===== config.mk =====
export PLATFORM = sky130hd
export DESIGN_NAME = mmio_csr_bank
export DESIGN_NICKNAME = d
export VERILOG_FILES = /design/src/rtl/mmio_csr_bank.sv
export SDC_FILE = /design/constraint.sdc
export NUM_CORES = 1
export LEC_CHECK = 0
export BUFFER_PORTS_ARGS = -buffer_cell sky130_fd_sc_hd__buf_2
export CAP_MARGIN = 15
export CORE_UTILIZATION = 40
export CTS_CLUSTER_DIAMETER = 60
export DETAILED_ROUTE_END_ITERATION = 8
export PLACE_DENSITY = 0.71
export SETUP_SLACK_MARGIN = 0.15
export SYNTH_ARGS = -nofsm -noshare
export SYNTH_HDL_FRONTEND = slang
export SYNTH_SLANG_ARGS = --single-unit

===== constraint.sdc =====
create_clock -name clk -period 4.35 [get_ports clk]
set_input_delay 0 -clock clk [delete_from_list [all_inputs] [get_ports clk]]
set_output_delay 0 -clock clk [all_outputs]
set_load 0.005 [all_outputs]

===== src/rtl/mmio_csr_bank.sv =====
// CSR window for a single accelerator job: scratch, control, status, buffer address,
// length and cycle counter, plus the IDLE/RUN/DONE job FSM behind them.
module mmio_csr_bank #(
    parameter logic [15:0] BASE_ADDR = 16'h0010
) (
    input  logic        clk,
    input  logic        rst_n,
    input  logic        mmio_wr_valid,
    input  logic        mmio_rd_valid,
    input  logic [15:0] mmio_addr,
    input  logic [8:0]  mmio_tid,
    input  logic [63:0] mmio_wr_data,
    output logic        rsp_valid,
    output logic [8:0]  rsp_tid,
    output logic [63:0] rsp_data,
    output logic        acc_start,
    output logic        acc_abort,
    output logic [63:0] acc_buf_addr,
    output logic [31:0] acc_len,
    input  logic        acc_done
);

    typedef enum logic [1:0] {
        ST_IDLE = 2'd0,
        ST_RUN  = 2'd1,
        ST_DONE = 2'd2
    } state_t;

    localparam logic [3:0] OFF_SCRATCH = 4'h0;
    localparam logic [3:0] OFF_CTRL    = 4'h2;
    localparam logic [3:0] OFF_STATUS  = 4'h4;
    localparam logic [3:0] OFF_BUF     = 4'h6;
    localparam logic [3:0] OFF_LEN     = 4'h8;
    localparam logic [3:0] OFF_CYCLES  = 4'hA;

    state_t      r_state;
    state_t      w_state_next;
    logic [63:0] r_scratch;
    logic [57:0] r_buf_addr;
    logic [31:0] r_len;
    logic [31:0] r_cycles;
    logic        r_err;
    logic        r_rsp_valid;
    logic [8:0]  r_rsp_tid;
    logic [63:0] r_rsp_data;
    logic        r_acc_start;
    logic        r_acc_abort;

    logic [16:0] w_off_full;
    logic [3:0]  w_off;
    logic        w_hit;
    logic        w_wr_hit;
    logic        w_rd_hit;
    logic        w_ctrl_start;
    logic        w_ctrl_abort;
    logic        w_status_rd;
    logic        w_err_next;
    logic        w_start_pulse;
    logic        w_abort_pulse;
    logic        w_clr_cycles;
    logic [63:0] w_rd_data;

    // Addresses below the base borrow into bit 16, so one compare bounds both ends.
    assign w_off_full = {1'b0, mmio_addr} - {1'b0, BASE_ADDR};
    assign w_off      = w_off_full[3:0];
    assign w_hit      = (w_off_full <= 17'd10) && !mmio_addr[0];
    assign w_wr_hit   = mmio_wr_valid && w_hit;
    assign w_rd_hit   = mmio_rd_valid && w_hit;

    assign w_ctrl_abort = w_wr_hit && (w_off == OFF_CTRL) && mmio_wr_data[1];
    assign w_ctrl_start = w_wr_hit && (w_off == OFF_CTRL) && mmio_wr_data[0] && !mmio_wr_data[1];
    assign w_status_rd  = w_rd_hit && (w_off == OFF_STATUS);

    always_comb begin
        w_rd_data = '0;
        case (w_off)
            OFF_SCRATCH: w_rd_data = r_scratch;
            OFF_STATUS:  w_rd_data = {61'b0, r_err, r_state == ST_DONE, r_state == ST_RUN};
            OFF_BUF:     w_rd_data = {r_buf_addr, 6'b0};
            OFF_LEN:     w_rd_data = {32'b0, r_len};
            OFF_CYCLES:  w_rd_data = {32'b0, r_cycles};
            default:     w_rd_data = '0;
        endcase
    end

    always_comb begin
        w_state_next  = r_state;
        w_err_next    = r_err;
        w_start_pulse = 1'b0;
        w_abort_pulse = 1'b0;
        w_clr_cycles  = 1'b0;
        case (r_state)
            ST_IDLE, ST_DONE: begin
                if (w_ctrl_start) begin
                    if (r_len != 32'd0) begin
                        w_state_next  = ST_RUN;
                        w_start_pulse = 1'b1;
                        w_clr_cycles  = 1'b1;
                        w_err_next    = 1'b0;
                    end else begin
                        w_err_next = 1'b1;
                    end
                end else if (r_state == ST_DONE && w_status_rd) begin
                    w_state_next = ST_IDLE;
                    w_err_next   = 1'b0;
                end
            end
            ST_RUN: begin
                if (w_ctrl_abort) begin
                    w_state_next  = ST_IDLE;
                    w_abort_pulse = 1'b1;
                end else begin
                    if (w_ctrl_start) begin
                        w_err_next = 1'b1;
                    end
                    if (acc_done) begin
                        w_state_next = ST_DONE;
                    end
                end
            end
            default: w_state_next = ST_IDLE;
        endcase
    end

    always_ff @(posedge clk or negedge rst_n) begin
        if (!rst_n) begin
            r_state     <= ST_IDLE;
            r_scratch   <= '0;
            r_buf_addr  <= '0;
            r_len       <= '0;
            r_cycles    <= '0;
            r_err       <= 1'b0;
            r_rsp_valid <= 1'b0;
            r_rsp_tid   <= '0;
            r_rsp_data  <= '0;
            r_acc_start <= 1'b0;
            r_acc_abort <= 1'b0;
        end else begin
            r_state     <= w_state_next;
            r_err       <= w_err_next;
            r_acc_start <= w_start_pulse;
            r_acc_abort <= w_abort_pulse;
            r_rsp_valid <= w_rd_hit;
            if (w_rd_hit) begin
                r_rsp_tid  <= mmio_tid;
                r_rsp_data <= w_rd_data;
            end
            if (w_wr_hit && w_off == OFF_SCRATCH) begin
                r_scratch <= mmio_wr_data;
            end
            // Job parameters are frozen while the accelerator is consuming them.
            if (w_wr_hit && w_off == OFF_BUF && r_state != ST_RUN) begin
                r_buf_addr <= mmio_wr_data[63:6];
            end
            if (w_wr_hit && w_off == OFF_LEN && r_state != ST_RUN) begin
                r_len <= mmio_wr_data[31:0];
            end
            if (w_clr_cycles) begin
                r_cycles <= '0;
            end else if (r_state == ST_RUN && r_cycles != 32'hFFFF_FFFF) begin
                r_cycles <= r_cycles + 32'd1;
            end
        end
    end

    assign rsp_valid    = r_rsp_valid;
    assign rsp_tid      = r_rsp_tid;
    assign rsp_data     = r_rsp_data;
    assign acc_start    = r_acc_start;
    assign acc_abort    = r_acc_abort;
    assign acc_buf_addr = {r_buf_addr, 6'b0};
    assign acc_len      = r_len;

endmodule


==> impl_metrics.toml, run 1 <==
[run_status]
outcome = "finished, final reports clean"

[route]
drt-pass1-iter-count = 5
detailedRoute.firstIterationViolations = 572
route.final.wire_length_mm = 32.06
num_vias = 8931
drc_errors = 0
route.antenna.remaining_nets = 0
vias_per_cell = 5.348
wire_per_inst_um = 19.20

[clock_tree]
numClockSinks = 265
clock_path_buffers = 3
cts_max_level = 1
ctsRootBufferMaster = "clkbuf_16"
cts_made_buffers = 28
post_cts_resized = 0
clkTransAtPathRegs_ps = 60
worstSkewPairLatency_ps = 540
tritoncts = "done"

[synthesis]
number_of_enable_type_register_cells_in_the_synthesized_netlist = 0
synth_seq_cells = 265
synth.lib_cells_used.distinct = 53
ys_warn_count = 0
synthFlopType = "dfrtp_1"
fraction_of_the_yosys_area_taken_by_sequential_cells_pct = 57.47
mappedNetlistArea_um2 = 11540
syn_area_per_cell_um2 = 12.19
async_set_or_reset_register_ratio_after_synthesis_pct = 100.0
syn-instance-count = 947

[placement]
detailed_place_hpwl_mm = 21.07
pre_cts_slack_ps = 1035
port_buffers = 259
place_congestion = 0.8885

[worst_setup_path]
cp-startpoint = "mmio_addr[0]"
worstSetupEndpointType = "flop"
cp-start-kind = "input port"
timing.setup.critical_path_class = "input port to flop"
critical_path_peak_fanout = 7
worst_r2r_startpoint = "r_state[1]"
arrival_ps = 3560
critical_path_required_ps = 4760

[hold_path]
timing.hold.worst.class = "input port to flop"
worstHoldStart = "mmio_addr[8]"

[flow_run]
max_cap_violations = 0

[power_and_ir_drop]
cellLeakagePower_uw = 0.007536
totalPowerFinal_uw = 5200
peakVddDrop_mv = 0.2967
power_density_nw_per_um2 = 346.5

[cells_and_area]
nets_finish = 1370
mostFrequentLayoutCell = "dfrtp_1"
fraction_of_final_layout_cells_sized_beyond_drive_strength_1_pct = 38.11
commonest_cells_after_routing_fill_and_taps_aside = "dfrtp_1, buf_2, mux2_2"
area.growth.synth_to_final_pct = 30.05

[sta]
relSlewSlack_pct = 23.50
min_period_over_period_pct = 72.33
final-hold-violation-count = 0
unrepaired_setup_endpoints_after_global_routing = "no"
setup_viol = 0
worst_slack_ps = 1204
finalSetupTns_ps = 0
max_slew.worst_pin.slew_ps = 1137
worst_setup_skew_after_layout_ps = 14.26
hold_slack_ps = 24.32
slew_violations = 0
fin_crit_ps = 3146
achievable-frequency_ghz = 0.3178

[floorplanning]
chipHeight_um = 171.9
core_area_um2 = 28090
initial_utilization_pct = 41.09
fp-row-count = 61
die_w_um = 171.9
die_area_um2 = 29530
ioPinCount = 266

[global_route]
global_route_wire_length_before_repair_mm = 49.02
groute.usage.overall_pct = 21.37
largest_net_degree_at_the_start_of_global_routing = 87
number_of_global_route_vias_before_repair = 8864
grt_overflow = 0
antenna_found_initial = 1
## stage by stage
stage / util [%] / cells / instance area [um^2]
2_1_floorplan: - / 952 / 11560
3_3_place_gp: 47.00 / 1538 / 13200
3_5_place_dp: 47.00 / 1538 / 13200
4_1_cts: 53.40 / 1668 / 15000
5_1_grt: 53.43 / 1669 / 15010
6_report: 53.43 / 1670 / 15010
## synth_stat cells, drive strengths merged (8+ instances only)
master | instances | area [um^2]
xor2 | 23 | 201.4
a21oi | 10 | 50.05
o21ai | 72 | 360.4
nor3 | 8 | 40.04
nand2 | 84 | 317.8
buf | 25 | 158.9
mux2 | 163 | 1836
nor4 | 12 | 87.58
a221oi | 28 | 245.2
dfrtp | 265 | 6631
nand3 | 19 | 105.1
clkbuf | 37 | 138.9
nor2 | 46 | 172.7
a22oi | 33 | 247.7
a22o | 30 | 262.8
inv | 12 | 45.04
nand4 | 20 | 125.1
## power breakdown
part	switching, uW	total (uW)	internal [uW]
clock	962	2480	1520
combinational	139	250	110
sequential	1.85	2470	2470
total	1100	5200	4100
## worst paths after layout
path                            endpoint  slack [ps]  depth (start not counted)
min in group asynchronous  r_scratch[38]          30                          2
hold reg to reg             rsp_data[58]         470                          2
setup reg to reg            r_cycles[28]        1540                          6
max in group asynchronous     r_state[1]        3080                          3
setup / recovery              r_state[1]        1200                          9
hold / removal                     r_err          20                          4
## cell families (layout without fill, tap and decap cells)
logic type,Yosys count,in the layout,synth area share (%)
mux,165,165,16.08
compound gates,187,187,11.30
other cells,1,7,0.03250
simple gates,222,222,9.552
xor+xnor,30,30,2.277
buf+inv,74,413,2.971
flops,265,265,57.47
fa+ha+maj,3,3,0.3253
## final cells by class
type                    instances  area, um^2
well taps                     378       473.0
repair buffers                353        2230
clock inverters                 8       130.1
flip-flops and latches        265        6631
inverters                      12       45.04
diodes                          1       2.502
multi-input cells             613        4651
fillers                      2425       13080
clock buffers                  40       845.8
## critical path: stages
cell and delay (ps):
dlygate4sd3_1 550, buf_2 200, or4_4 570, a2111oi_4 580
nand4_1 240, a32oi_1 240, dlygate4sd3_1 560, o21ai_0 60
dlygate4sd3_1 550
## timing repair
action	in CTS	in global routing
hold endpoints to repair	257	0
hold buffers	82	0
buffers inserted	0	0
## registers in the layout, summed over array words and instances (netlist names)
register / count
r_scratch: 64
rsp_data: 64
r_buf_addr: 58
acc_len: 32
r_cycles: 32
rsp_tid: 9
r_state: 2
acc_abort: 1
acc_start: 1
r_err: 1
rsp_valid: 1
## routing by layer
metal | GRT usage (%) | wire, um | part of all wire [%] | vias up
li1 | - | - | - | 4120
met1 | 26.77 | 13260 | 41 | 4437
met2 | 36.74 | 15750 | 49 | 311
met3 | 3.983 | 2057 | 6.4 | 63
met4 | 7.849 | 990 | 3.1 | 0
met5 | 0 | 0 | 0 | -
Note: power is estimated with default switching activity, not from simulation.
==> run 2, diff against run 1 <==
Settings changed: ABC_AREA from default to 1.
Clock period 4.35 ns to 2.9 ns, I/O delays scaled along.
==> run 2 against run 1 <==
Die area up 2.2%; clock-buffer cell count increased by 4; via count grew 21%.
==> impl_metrics.toml, run 2 <==
[sta]
relSlewSlack_pct = 53.23
fin_crit_ps = 2296
max_slew.worst_pin.slew_ps = 701.6
unrepaired_setup_endpoints_after_global_routing = "no"
hold_slack_ps = 63.45
finalSetupTns_ps = 0
slew_violations = 0
achievable-frequency_ghz = 0.4355
min_period_over_period_pct = 79.18
final-hold-violation-count = 0
worst_setup_skew_after_layout_ps = 11.07
setup_viol = 0

[worst_setup_path]
worstSetupEndpointType = "flop"
critical_path.cell_chain = "ha_1 > nand3_1 > inv_1 > nand3_1 > nor2_1 > nand2_1 > nand2_1 > inv_1 > nand2_1 > nor3_1 > or2_2 > nand3_1 > inv_1"
critical_path_peak_fanout = 12
arrival_ps = 2790
cp-start-kind = "flop"
largest_stage_delay_on_the_critical_path_ps = 410
critical_path_required_ps = 3390
timing.setup.critical_path_class = "flop to flop"
crit_path_top_delay_cell = "dfrtp_1"

[cells_and_area]
nets_finish = 1797
area.growth.synth_to_final_pct = 29.77
sequential_cell_area_um2 = 6631
layout.filler_cells = 2686
fraction_of_final_layout_cells_sized_beyond_drive_strength_1_pct = 20.03
commonest_cells_after_routing_fill_and_taps_aside = "nand2_1, dfrtp_1, buf_2"
multiInputGateArea_um2 = 4233
mostFrequentLayoutCell = "nand2_1"

[floorplanning]
chipHeight_um = 173.7
die_w_um = 173.7
initial_utilization_pct = 40.87
core_area_um2 = 28860
die_area_um2 = 30180
fp-row-count = 62
ioPinCount = 266

[synthesis]
syn_area_per_cell_um2 = 8.559
synth_most_common_cell = "nand2_1"
mappedNetlistArea_um2 = 11790
fraction_of_the_yosys_area_taken_by_sequential_cells_pct = 56.23
synth.top_cells.by_area = "dfrtp_1, nand2_1, o21ai_0, inv_1, o21ai_1"
synthFlopType = "dfrtp_1"
netlist.area_leader.share_pct = 56.23
synth_seq_cells = 265
ys_warn_count = 0
number_of_enable_type_register_cells_in_the_synthesized_netlist = 0
synthTopCellsByCount = "nand2_1, dfrtp_1, inv_1, o21ai_0, nor2_1"
syn-instance-count = 1378
async_set_or_reset_register_ratio_after_synthesis_pct = 100.0
synth.lib_cells_used.distinct = 36
synth_top_area_cell = "dfrtp_1"

[clock_tree]
postCtsSetupRepairBufs = 0
cts_max_level = 1
tritoncts = "done"
clkTransAtPathRegs_ps = 60
ctsRootBufferMaster = "clkbuf_16"
clock_path_buffers = 3
numClockSinks = 265
cts_made_buffers = 31
worstSkewPairLatency_ps = 550

[global_route]
global_route_wire_length_before_repair_mm = 57.26
groute.usage.overall_pct = 23.63
grt_overflow = 0
antenna_found_initial = 1
number_of_global_route_vias_before_repair = 10460
largest_net_degree_at_the_start_of_global_routing = 129

[route]
num_vias = 10830
drt-pass1-iter-count = 5
wire_per_inst_um = 16.97
route.final.wire_length_mm = 35.76
drc_errors = 0
detailedRoute.firstIterationViolations = 864
vias_per_cell = 5.138
route.antenna.remaining_nets = 0

[power_and_ir_drop]
netSwitchingFraction_pct = 21.92
pwr-share-seq_pct = 46.6
cellLeakagePower_uw = 0.008003
combinationalPowerShare_pct = 4.3
peakVddDrop_mv = 0.4982
internal_power_uw = 6207
power.share.clock_pct = 49.2
power_density_nw_per_um2 = 519.4
p_switching_uw = 1742

[run_status]
outcome = "finished, final reports clean"

[placement]
detailed_place_hpwl_mm = 24.16
port_buffers = 259
place_congestion = 0.9334

[hold_path]
timing.hold.worst.class = "input port to asynchronous set/reset pin"

[flow_run]
max_cap_violations = 0
[run 2: cell types whose count changed in the layout (fill, tap and decap cells not counted), moves of 20 or more]
cell,change
a22oi_1,-33
xor2_1,-21
o21ai_1,+62
inv_1,+141
o21ai_0,+76
mux2_2,-161
nor2_1,+20
nand2_1,+322
[run 2: what timing repair did]
item | in CTS | in global routing
resized for setup | 0 | 0
hold buffers | 78 | 0
hold endpoints to repair | 250 | 0
[run 2: final timing paths]
| check | end | from | cells past startpoint | slack [ps] |
|---|---|---|---|---|
| hold / removal | rsp_data[10] | rst_n | 2 | 60 |
| min in group clk | r_state[0] | mmio_rd_valid | 6 | 60 |
| hold reg to reg | rsp_data[32] | rsp_data[32] | 2 | 480 |
| setup / recovery | r_cycles[20] | r_cycles[0] | 13 | 600 |
| max in group asynchronous | r_scratch[57] | rst_n | 3 | 1940 |
| setup reg to reg | r_cycles[20] | r_cycles[0] | 13 | 600 |
[run 2: stage by stage]
| stage | util [%] | total power [uW] | instance area (um^2) | setup WS [ps] | std cells |
|---|---|---|---|---|---|
| after global placement | 46.75 | 4026 | 13490 | 696.5 | 1973 |
| after global routing | 53.04 | 8213 | 15300 | 328.6 | 2107 |
| after CTS | 53.03 | 8038 | 15300 | 623.9 | 2106 |
| final | 53.04 | 7949 | 15300 | 603.8 | 2107 |
| after floorplan | - | 3841 | 11810 | 1020 | 1383 |
| after detailed placement | 46.75 | 4028 | 13490 | 642.1 | 1973 |
[run 2: power groups by stage]
| stage | logic [uW] | clock network (uW) | registers (uW) |
|---|---|---|---|
| 6_report | 339 | 3910 | 3700 |
| 5_1_grt | 377 | 4140 | 3700 |
| 4_1_cts | 343 | 3990 | 3700 |
| 3_5_place_dp | 261 | 0 | 3770 |
| 3_3_place_gp | 258 | 0 | 3770 |
| 2_1_floorplan | 73.2 | 0 | 3770 |
[run 2: critical path: cells and delay by family (launching register included)]
family	cells	cell delay, ps
adder cells (fa/ha/maj)	1	230
flip-flops	1	410
buffers and inverters	3	270
AND/OR/NAND/NOR	9	1340
[run 2: per-layer routing]
layer  global-route usage [%]  vias up  wire (um)
li1                         -     5157          -
met1                    31.92     5175      15440
met2                    39.52      433      17230
met3                    3.311       60       2271
met4                    7.091        0        822
met5                        0        -          0
[run 2: final cells by class]
type | count | share of cell area (%)
Clock buffer | 44 | 5.715
Multi-Input combinational cell | 884 | 27.66
Inverter | 158 | 3.875
Antenna cell | 1 | 0.01635
Sequential cell | 265 | 43.33
Timing Repair Buffer | 360 | 15.26
Clock inverter | 11 | 1.014
Tap cell | 384 | 3.139
[run 2: kinds of logic after synthesis]
logic type	Yosys count	share of synthesized area [%]
and+or+nand+nor	565	19.74
AOI/OAI and AO/OA	308	15.38
xor gates and xnor gates	2	0.1486
buffers and inverters	234	8.148
adders and majority gates	3	0.3183
other	1	0.03180
DFF	265	56.23
==> run 3, diff against run 2 <==
Settings changed: PLACE_DENSITY 0.71 to 0.73.
Clock period 2.9 ns to 1.9 ns, I/O delays scaled along.
==> run 3 against run 2 <==
The flow now finishes with violations (setup timing); non-clock buffer count grew 99; setup slack lost 630 ps; cell area grew 9.4%; critical path depth is the same; maximum frequency grew 20%; flip-flop and latch count is the same; combinational power grew 58%; sequential share of layout area shrank 3.7 points; clock-buffer cell count shrank 1; die area is the same; critical path type unchanged; critical endpoint is now r_cycles[31].
==> impl_metrics.toml, run 3 (synthesis gave the netlist of run 2 again) <==
[worst_setup_path]
crit_path_top_delay_cell = "dfrtp_1"
critical_path_required_ps = 2350
largest_stage_delay_on_the_critical_path_ps = 420
critical_path.cell_chain = "ha_2 > nand3_2 > inv_2 > nand3_2 > nor2_2 > nand2_2 > nand4_1 > buf_4 > nor3_4 > buf_6 > nand4_1 > nand2_1 > nor2_1"
setup.reg_to_reg.worst_slack_ps = -20
timing.setup.critical_path_class = "flop to flop"
arrival_ps = 2370
critical_path_peak_fanout = 4
worstSetupEndpointType = "flop"
cp-start-kind = "flop"

[route]
route.antenna.remaining_nets = 0
detailedRoute.firstIterationViolations = 1118
wire_per_inst_um = 17.61
drc_errors = 0
vias_per_cell = 5.252
drt-pass1-iter-count = 5
num_vias = 11600
route.final.wire_length_mm = 38.88

[global_route]
global_route_wire_length_before_repair_mm = 60.54
grt_overflow = 0
antenna_found_initial = 1
groute.usage.overall_pct = 25.12
largest_net_degree_at_the_start_of_global_routing = 86
number_of_global_route_vias_before_repair = 11290

[clock_tree]
ctsRootBufferMaster = "clkbuf_16"
worstSkewPairLatency_ps = 560
numClockSinks = 265
clkTransAtPathRegs_ps = 60
cts_made_buffers = 31
tritoncts = "done"
cts_max_level = 1
clock_path_buffers = 3

[cells_and_area]
mostFrequentLayoutCell = "nand2_1"
nets_finish = 1896
commonest_cells_after_routing_fill_and_taps_aside = "nand2_1, dfrtp_1, buf_2"
area.growth.synth_to_final_pct = 41.98
layout.filler_cells = 2426
fraction_of_final_layout_cells_sized_beyond_drive_strength_1_pct = 29.79

[sta]
setup_viol = 2
min_period_over_period_pct = 101.1
worst_slack_ps = -21.39
worst_setup_skew_after_layout_ps = 20.09
final-hold-violation-count = 0
achievable-frequency_ghz = 0.5205
fin_crit_ps = 1921
finalSetupTns_ps = -41.25
slew_violations = 0
unrepaired_setup_endpoints_after_global_routing = "yes"

[hold_path]
timing.hold.worst.class = "input port to flop"

[floorplanning]
die_w_um = 173.7
core_area_um2 = 28860
chipHeight_um = 173.7
die_area_um2 = 30180
initial_utilization_pct = 40.87
ioPinCount = 266
fp-row-count = 62

[power_and_ir_drop]
totalPowerFinal_uw = 12480
peakVddDrop_mv = 0.8113
cellLeakagePower_uw = 0.008768
power_density_nw_per_um2 = 745.4

[placement]
detailed_place_hpwl_mm = 25.58
place_congestion = 0.8994
port_buffers = 259

[flow_run]
max_cap_violations = 0

[run_status]
outcome = "finished with violations"
failed_checks = "setup timing"
## run 3: cell count changes in the layout (fill, tap and decap cells not counted), sizes merged
cell,delta
buf,+99
inv,+2
bufinv,+1
clkbuf,-1
clkinv,+1
clkinvlp,-1
## run 3: final timing paths
path | to | from | cells past startpoint
setup / recovery | r_cycles[31] | r_cycles[1] | 13
hold / removal | rsp_valid | mmio_rd_valid | 4
setup reg to reg | r_cycles[31] | r_cycles[1] | 13
hold reg to reg | rsp_data[52] | rsp_data[52] | 2
max in group asynchronous | rsp_tid[0] | rst_n | 4
min in group asynchronous | r_buf_addr[3] | rst_n | 3
## run 3: cell type report
class	count	area [um^2]	area share (%)
diodes	1	2.502	0.01494
clock buffers	43	900.9	5.380
clock inverters	14	193.9	1.158
multi-input cells	884	4656	27.80
repair buffers	459	3277	19.57
inverters	158	603.1	3.602
well taps	384	480.5	2.869
flip-flops and latches	265	6631	39.60
## run 3: what timing repair did
item | 4_1_cts | 5_1_grt
pin swaps | 17 | 29
cloned | 3 | 0
buffers inserted | 5 | 11
hold endpoints to repair | 432 | 0
resized for setup | 57 | 74
hold buffers | 78 | 0
setup endpoints to repair | 34 | 38
## run 3: worst max-delay path, delay by kind of cell, from the launching register on
| kind | cells | cell delay (ps) |
|---|---|---|
| DFF | 1 | 420 |
| buffers and inverters | 3 | 380 |
| adders and majority gates | 1 | 210 |
| and+or+nand+nor | 9 | 790 |
## run 3: routing by layer
metal,global-route usage (%),routed length [um],vias to the layer above
met2,40.75,18370,585
met4,10.71,1491,0
li1,-,-,5352
met3,4.298,3083,106
met1,33.23,15930,5554
met5,0.1603,0,-
## run 3: metrics by stage
step | util [%] | instance area, um^2 | cells | hold WS, ps | setup slack, ps
detailed placement | 49.27 | 14220 | 2053 | -44.97 | -54.04
CTS | 56.89 | 16420 | 2196 | 28.05 | 69.55
global placement | 49.27 | 14220 | 2053 | -51.50 | -17.28
global route | 58.03 | 16740 | 2208 | 53.98 | -129.0
floorplan | - | 11850 | 1383 | -295.6 | 146.7
finish | 58.03 | 16740 | 2208 | 31.27 | -21.39
## run 3: where the power goes
group	switching (uW)	internal, uW	total (uW)
Sequential	1.50	5650	5650
Combinational	308	228	536
Clock	2430	3860	6300
Total	2740	9740	12500
